File: src/rtl/pc_next_unit_if.sv
// rtl/pc_next_unit_if.sv - fetch-PC control bundle between pipeline control and the PC unit
interface pc_next_unit_if #(
    parameter int unsigned XLEN  = 32,
    parameter int unsigned CNT_W = 16
);
    logic             stall_i;
    logic             redirect_i;
    logic [XLEN-1:0]  redirect_pc_i;
    logic             hit_i;
    logic [XLEN-1:0]  target_i;
    logic [XLEN-1:0]  pc_o;
    logic             pc_valid_o;
    logic             flush_o;
    logic             pending_o;
    logic [CNT_W-1:0] redirect_cnt_o;

    modport master (
        output stall_i, redirect_i, redirect_pc_i, hit_i, target_i,
        input  pc_o, pc_valid_o, flush_o, pending_o, redirect_cnt_o
    );

    modport slave (
        input  stall_i, redirect_i, redirect_pc_i, hit_i, target_i,
        output pc_o, pc_valid_o, flush_o, pending_o, redirect_cnt_o
    );
endinterface

File: src/rtl/pc_next_unit.sv
// rtl/pc_next_unit.sv - next fetch PC selection with stalled-redirect latch, flush bubble and redirect counter
module pc_next_unit #(
    parameter int unsigned    XLEN         = 32,
    parameter logic [XLEN-1:0] RESET_VEC   = '0,
    parameter int unsigned    INC          = 4,
    parameter int unsigned    FLUSH_CYCLES = 2,
    parameter int unsigned    CNT_W        = 16
) (
    input  logic           clk,
    input  logic           rst,
    pc_next_unit_if.slave  bus
);
    localparam int unsigned BW = (FLUSH_CYCLES == 0) ? 1 : $clog2(FLUSH_CYCLES + 1);

    logic [XLEN-1:0]  pc_q, pc_d;
    logic             pend_q, pend_d;
    logic [XLEN-1:0]  pend_pc_q, pend_pc_d;
    logic [BW-1:0]    bub_q, bub_d;
    logic [CNT_W-1:0] cnt_q, cnt_d;
    logic             oor_q;
    logic             apply_redirect;

    always_comb begin
        pc_d           = pc_q;
        pend_d         = pend_q;
        pend_pc_d      = pend_pc_q;
        bub_d          = bub_q;
        cnt_d          = cnt_q;
        apply_redirect = !bus.stall_i && (bus.redirect_i || pend_q);

        if (!bus.stall_i) begin
            if (bus.redirect_i)  pc_d = bus.redirect_pc_i;
            else if (pend_q)     pc_d = pend_pc_q;
            else if (bus.hit_i)  pc_d = bus.target_i;
            else                 pc_d = pc_q + XLEN'(INC);
            pend_d = 1'b0;
        end else if (bus.redirect_i) begin
            // Only the newest redirect survives a stall.
            pend_d    = 1'b1;
            pend_pc_d = bus.redirect_pc_i;
        end

        if (apply_redirect)   bub_d = BW'(FLUSH_CYCLES);
        else if (bub_q != '0) bub_d = bub_q - 1'b1;

        if (bus.redirect_i && (cnt_q != '1)) cnt_d = cnt_q + 1'b1;
    end

    always_ff @(posedge clk) begin
        if (rst) begin
            pc_q      <= RESET_VEC;
            pend_q    <= 1'b0;
            pend_pc_q <= '0;
            bub_q     <= '0;
            cnt_q     <= '0;
            oor_q     <= 1'b0;
        end else begin
            pc_q      <= pc_d;
            pend_q    <= pend_d;
            pend_pc_q <= pend_pc_d;
            bub_q     <= bub_d;
            cnt_q     <= cnt_d;
            oor_q     <= 1'b1;
        end
    end

    assign bus.pc_o           = pc_q;
    assign bus.flush_o        = (bub_q != '0);
    assign bus.pc_valid_o     = !bus.flush_o && !bus.stall_i && oor_q;
    assign bus.pending_o      = pend_q;
    assign bus.redirect_cnt_o = cnt_q;
endmodule

File: src/flat_wrapper.sv
// flat-port wrapper written by rule: the top's interface ports become plain ports
module pc_next_unit_flat 
#(
    parameter int unsigned    XLEN         = 32,
    parameter logic [XLEN-1:0] RESET_VEC   = '0,
    parameter int unsigned    INC          = 4,
    parameter int unsigned    FLUSH_CYCLES = 2,
    parameter int unsigned    CNT_W        = 16
)
  (clk, rst, bus_stall_i, bus_redirect_i, bus_redirect_pc_i, bus_hit_i, bus_target_i, bus_pc_o, bus_pc_valid_o, bus_flush_o, bus_pending_o, bus_redirect_cnt_o);
  pc_next_unit_if #(.XLEN(XLEN), .CNT_W(CNT_W)) bus_i ();
  input  logic clk;
  input  logic rst;
  input wire logic [$bits(bus_i.stall_i)-1:0] bus_stall_i;
  input wire logic [$bits(bus_i.redirect_i)-1:0] bus_redirect_i;
  input wire logic [$bits(bus_i.redirect_pc_i)-1:0] bus_redirect_pc_i;
  input wire logic [$bits(bus_i.hit_i)-1:0] bus_hit_i;
  input wire logic [$bits(bus_i.target_i)-1:0] bus_target_i;
  output wire logic [$bits(bus_i.pc_o)-1:0] bus_pc_o;
  output wire logic [$bits(bus_i.pc_valid_o)-1:0] bus_pc_valid_o;
  output wire logic [$bits(bus_i.flush_o)-1:0] bus_flush_o;
  output wire logic [$bits(bus_i.pending_o)-1:0] bus_pending_o;
  output wire logic [$bits(bus_i.redirect_cnt_o)-1:0] bus_redirect_cnt_o;
  assign bus_i.stall_i = bus_stall_i;
  assign bus_i.redirect_i = bus_redirect_i;
  assign bus_i.redirect_pc_i = bus_redirect_pc_i;
  assign bus_i.hit_i = bus_hit_i;
  assign bus_i.target_i = bus_target_i;
  assign bus_pc_o = bus_i.pc_o;
  assign bus_pc_valid_o = bus_i.pc_valid_o;
  assign bus_flush_o = bus_i.flush_o;
  assign bus_pending_o = bus_i.pending_o;
  assign bus_redirect_cnt_o = bus_i.redirect_cnt_o;
  pc_next_unit #(.XLEN(XLEN), .RESET_VEC(RESET_VEC), .INC(INC), .FLUSH_CYCLES(FLUSH_CYCLES), .CNT_W(CNT_W)) u_core (.clk(clk), .rst(rst), .bus(bus_i));
endmodule
File: config.mk
export PLATFORM = sky130hd
export DESIGN_NAME = pc_next_unit_flat
export DESIGN_NICKNAME = d
export VERILOG_FILES = /design/src/rtl/pc_next_unit_if.sv /design/src/rtl/pc_next_unit.sv /design/src/flat_wrapper.sv
export SDC_FILE = /design/constraint.sdc
export NUM_CORES = 1
export LEC_CHECK = 0
export CAP_MARGIN = 20
export CORE_MARGIN = 4
export CORE_UTILIZATION = 49
export CTS_CLUSTER_DIAMETER = 100
export CTS_CLUSTER_SIZE = 10
export DETAILED_ROUTE_END_ITERATION = 10
export GPL_ROUTABILITY_DRIVEN = 0
export GPL_TIMING_DRIVEN = 0
export PLACE_DENSITY = 0.78
export SLEW_MARGIN = 15
export SYNTH_ARGS = -nofsm -noshare
export SYNTH_HDL_FRONTEND = slang
export SYNTH_SLANG_ARGS = --single-unit
File: constraint.sdc
create_clock -name clk -period 2.4 [get_ports clk]
set_clock_uncertainty 0.15 [all_clocks]
set_input_delay 0.36 -clock clk [delete_from_list [all_inputs] [get_ports clk]]
set_output_delay 0.36 -clock clk [all_outputs]
set_load 0.005 [all_outputs]
After elaboration in Yosys (flattened, before gate mapping)

Index checks and enable logic that the tools add are counted.
W data, S select, Z words.

$add $sub $neg: 3
Equality and inequality tests: 1
Mux-type cells: 6
Bitwise gates (word level): 1
Reduce and logical (&&, ||, !) cells: 12

Operators by type and width:

| kind                    | count |
|---|---|
| $mux W32                | 3 |
| $add A32 B3 Y32 const B | 1 |
| $add A16 B1 Y16 const B | 1 |
| $ne A16 B16 Y1 const B  | 1 |
| $logic_and A1 B1 Y1     | 4 |
| $mux W2                 | 2 |
| $reduce_bool A2 Y1      | 2 |
| $reduce_or A2 Y1        | 2 |
| $logic_not A1 Y1        | 2 |
| $reduce_and A2 Y1       | 1 |
| $sub A2 B1 Y2 const B   | 1 |
| $logic_or A1 B1 Y1      | 1 |
| $mux W1                 | 1 |
| $not A1 Y1              | 1 |

Register bits after elaboration: 84
Input bits: 69
Output and inout bits: 51
Logic and storage cells: 30

Depth between registers and ports, before layout

Word-level depth: 4
Mapped depth: 7
Gate-level depth less buffers: 6

Least setup slack after synthesis

OpenSTA, ideal clock, no wires.

Path type: register to register
Start: register u_core.pc_q[2], in the netlist u_core.bus.pc_o[2]
End: register u_core.pc_q[16], in the netlist u_core.bus.pc_o[16]
Setup time: 0.118 ns
Data arrival time: 1.846 ns
Slack: 0.287 ns
Stages on the path, launching flop included: 7
Path buffers: 0
Path through: dfxtp_1 -> ha_1 -> nand3_1 -> or3_1 -> or3_1 -> nand4b_1 -> o2111a_1

Word-level cells in the longest chain between the ends: 4

RTL lines:

| what                   | RTL line           | source |
|---|---|---|
| start, declared        | pc_next_unit.sv:15 | `logic [XLEN-1:0] pc_q, pc_d;` |
| start signal, assigned | pc_next_unit.sv:58 | `pc_q <= pc_d;` |
| $add A32 B3 Y32        | pc_next_unit.sv:35 | `else pc_d = pc_q + XLEN'(INC);` |
| $mux W32               | pc_next_unit.sv:34 | `else if (bus.hit_i) pc_d = bus.target_i;` |
| $mux W32               | pc_next_unit.sv:33 | `else if (pend_q) pc_d = pend_pc_q;` |
| $mux W32               | pc_next_unit.sv:32 | `if (bus.redirect_i) pc_d = bus.redirect_pc_i;` |

Every way passes these cells.
A chain may end at the register's enable or synchronous reset.

Final worst setup path

Start: register u_core.bub_q[1]
End: output bus_pc_valid_o

Word-level cells in the longest chain between the ends: 4

RTL lines:

| what                              | RTL line           | source |
|---|---|---|
| start, declared                   | pc_next_unit.sv:18 | `logic [BW-1:0] bub_q, bub_d;` |
| start signal, assigned            | pc_next_unit.sv:61 | `bub_q <= bub_d;` |
| $reduce_bool A2 Y1                | pc_next_unit.sv:68 | `assign bus.flush_o = (bub_q != '0);` |
| $logic_not A1 Y1                  | pc_next_unit.sv:69 | `assign bus.pc_valid_o = !bus.flush_o && !bus.stall_i && oor_q;` |
| $logic_and A1 B1 Y1 (2 in series) | pc_next_unit.sv:69 |  |
| end, declared                     | flat_wrapper.sv:20 | `output wire logic [$bits(bus_i.pc_valid_o)-1:0] bus_pc_valid_o;` |

Every way passes these cells.

==> reports/results.txt <==
kind of path behind the tightest hold check: reg2reg
Post-Layout Cell Count: 838
placeable core region: 0.008891 mm²
transition at the pin with the smallest max-transition slack: 0.6416 ns
antenna-violating nets left: 0
antenna diode count: 0
R2R cell count: 6
GRT Resource Usage Total: 0.2788
Detail Placement HPWL: 11610 µm
nature of the critical path endpoint: output pin
final core occ: 0.6915
number of max-capacitance violations reported: 0
Setup-failing EPs final: 0
worst setup path class: reg2out
number of buffers inserted during clock tree synthesis: 9
sequential-to-total area share from yosys stat: 0.3695
result of the run: finished, final reports clean
global-route wire length before repair: 24930 µm
Hold Path End: u_core.bub_q[0]$_SDFFE_PP0P_
clock tree from TritonCTS: built
cell taking the most area after synthesis: sky130_fd_sc_hd__dfxtp_1
average wire length per cell after detail routing: 18.64 µm
Top FF cell, synth: sky130_fd_sc_hd__dfxtp_1
Detail Route met2 WL: 7242 µm
met3 wire len: 1496 µm
Yosys warnings: 0
Cell Pwr Density: 545.5 mW/mm²
critical register-to-register path startpoint: u_core.bus.pc_o[2]$_SDFFE_PP0N_
Area Overhead vs Synth: 35.11%
net count reported at finish: 796
maximum clock rate: 434.8 MHz
clk_lat worst skew: 0.36 ns
CTS H-Tree Depth: 3
Worst EP arrival: 1.79 ns
Min Clock Period, post-route: 2.300 ns
Boundary Pins: 120
floorplan row count: 34
number of nets in the synthesized netlist: 665
dominant cells by area after synthesis: sky130_fd_sc_hd__dfxtp_1 (37%), sky130_fd_sc_hd__nand2_1 (8.2%), sky130_fd_sc_hd__a21oi_1 (5.7%)
leakage component of the power: 2.120 nW
Sink Count: 84
share of cells above drive strength 1: 0.06164
Tcrit/Tclk final: 0.9582
largest fanout of any net on the critical path: 3
routed via count: 5136
maximum number of pins on one net before global-route repair: 14
Post-Synthesis Cells: 594
Synth cell types: 49
buffers added on ports: 119
die footprint: 0.01089 mm²
Final Max Slew Viols: 0
type of origin of the critical path: register
maximum VDD drop: 0.3136 mV
Data required, critical path: 1.89 ns
post-route cell area: 0.006148 mm²
total wirelength of the detailed-routed design: 15620 µm
CTS clk-pin slew, worst paths: 0.08 ns
number of failing hold endpoints at the final stage: 0
Highest Signal Layer: met5
DP Area: 0.005877 mm²
root buffer cell: sky130_fd_sc_hd__clkbuf_8
routed length on met1: 6593 µm
detailed-router iteration count before antenna repair: 5
Synth async-reset ratio: 0
via/cell ratio: 6.129
origin of the worst min-delay path: u_core.bub_q[0]$_SDFFE_PP0P_
via count of the first global-routing pass: 4932
register-to-register setup slack: 0.11 ns
flop and latch count out of synthesis: 84
share of the synthesized area in the top cell type: 0.3695
starting density of the core: 0.5118
antenna violations before repair: 1
gr ovfl total: 0
mean instance size in the synthesized netlist: 7.661 µm²
initial drt markers: 422
cell area after technology mapping: 0.004551 mm²
RSZ-0062 raised after global routing: false
Post-Place Cells: 821
y dimension of the die: 104.4 µm
die boundary width: 104.4 µm
count of cells along the worst hold path: 1
Post-route DRC: 0
total power: 3.354 mW
relative slew slack: 0.5723
Crit Reg-Reg Endpoint: u_core.bus.pc_o[16]$_SDFFE_PP0N_
number of flops mapped to enable cells by yosys: 0
Clock Tree Buf Depth: 2
worst hold slack after final layout: 0.3030 ns
Yosys cell counts, drive strengths merged, types with 2 or more instances:
cell,count
xor2,13
or3,4
a31oi,7
or2,4
and2,3
nor3,16
a2111oi,5
and3,7
a21oi,52
nor2,46
ha,2
mux2i,4
o22ai,2
o211ai,6
dfxtp,84
nand3,19
buf,8
nand2,99
o21a,2
o2111a,2
nor4b,3
nor2b,12
nand4,11
a221o,12
a211oi,20
nor3b,2
inv,19
nand2b,2
xnor2,20
and4,2
a21o,5
a221oi,13
a22oi,3
nor4,7
clkbuf,33
o21ai,40
kinds of logic (layout without fill, tap and decap cells):
group,after synthesis,in the layout,synth area share
compound gates,173,173,0.2524
fa+ha+maj,2,2,0.005498
mux,4,4,0.008799
buf+inv,60,196,0.05004
flops,84,84,0.3695
xor+xnor,33,33,0.06351
simple gates,238,238,0.2502
power breakdown:
group	switching [mW]	internal [mW]	leakage, nW
registers	0.0813	1.47	0.689
clock network	0.516	0.673	0.116
logic	0.310	0.309	1.31
worst max path at each step:
stage	cells after the start	end	startpoint	slack [ns]
floorplan	6	u_core.bus.pc_o[16]$_SDFFE_PP0N_	u_core.bus.pc_o[2]$_SDFFE_PP0N_	0.29
global placement	6	bus_pc_valid_o	bus_stall_i	-0.95
detailed placement	6	bus_pc_valid_o	bus_stall_i	-0.98
CTS	7	u_core.bus.pc_o[11]$_SDFFE_PP0N_	bus_redirect_i	0.01
global route	6	u_core.bus.pc_o[30]$_SDFFE_PP0N_	u_core.bus.pending_o$_SDFFE_PP0P_	0.01
finish	3	bus_pc_valid_o	u_core.bub_q[1]$_SDFFE_PP0P_	0.10
layout make-up:
type / count / area, µm²
fill: 745 / 2743
sequential: 84 / 1684
tap: 108 / 135.1
buffer: 40 / 166.4
multi-input combinational: 450 / 2654
timing repair buffer: 121 / 1201
clock buffer: 13 / 168.9
inverter: 19 / 71.32
clock inverter: 3 / 67.56
stage by stage:
step                worst slack [ns]  TNS [ns]
floorplan                     0.2869         0
global placement             -0.9490    -22.89
detailed placement           -0.9795    -25.99
CTS                          0.01250         0
global route                 0.01360         0
finish                        0.1003         0
repair_timing:
| action | in CTS | in global routing |
|---|---|---|
| resized for setup | 10 | 12 |
| endpoints found under the setup margin | 34 | 24 |
| endpoints found under the hold margin | 0 | 0 |
| setup buffers | 0 | 2 |
| pin swaps | 0 | 1 |
| hold buffers | 0 | 0 |
state kept, by name, indices dropped and copies added (netlist names):
signal and cells:
u_core.pend_pc_q 32, u_core.bub_q 2, u_core.bus.pending_o 1, u_core.bus.pc_o 32, u_core.oor_q 1, u_core.bus.redirect_cnt_o 16
worst max-delay path: stages, from the launching register on:
cell,delay [ns]
sky130_fd_sc_hd__dfxtp_1,0.32
sky130_fd_sc_hd__or2_2,0.33
sky130_fd_sc_hd__nor3b_2,0.24
sky130_fd_sc_hd__clkdlybuf4s50_1,0.55
cell usage in the layout, fill, tap and decap left out, drive strengths merged, types with 3 or more instances in the layout:
cell / synthesis / routed
buf: 8 / 10
o211ai: 6 / 6
dfxtp: 84 / 84
a21o: 5 / 5
mux2i: 4 / 4
or3: 4 / 4
a22oi: 3 / 3
nor2b: 12 / 12
xor2: 13 / 13
a221o: 12 / 12
and3: 7 / 7
nor4: 7 / 7
nand3: 19 / 19
nand4: 11 / 11
and2: 3 / 3
xnor2: 20 / 20
or2: 4 / 4
a2111oi: 5 / 5
a211oi: 20 / 20
clkdlybuf4s50: 0 / 118
nand2: 99 / 99
nor4b: 3 / 3
clkbuf: 33 / 46
nor3: 16 / 16
nor2: 46 / 46
a21oi: 52 / 52
a221oi: 13 / 13
o21ai: 40 / 40
a31oi: 7 / 7
inv: 19 / 19
routing by layer:
metal,track usage,vias up
met5,0,-
met4,0.09307,2
met3,0.05525,33
met2,0.4442,305
met1,0.3771,2402
li1,-,2394
No activity file was read; power rests on OpenSTA's default activity.
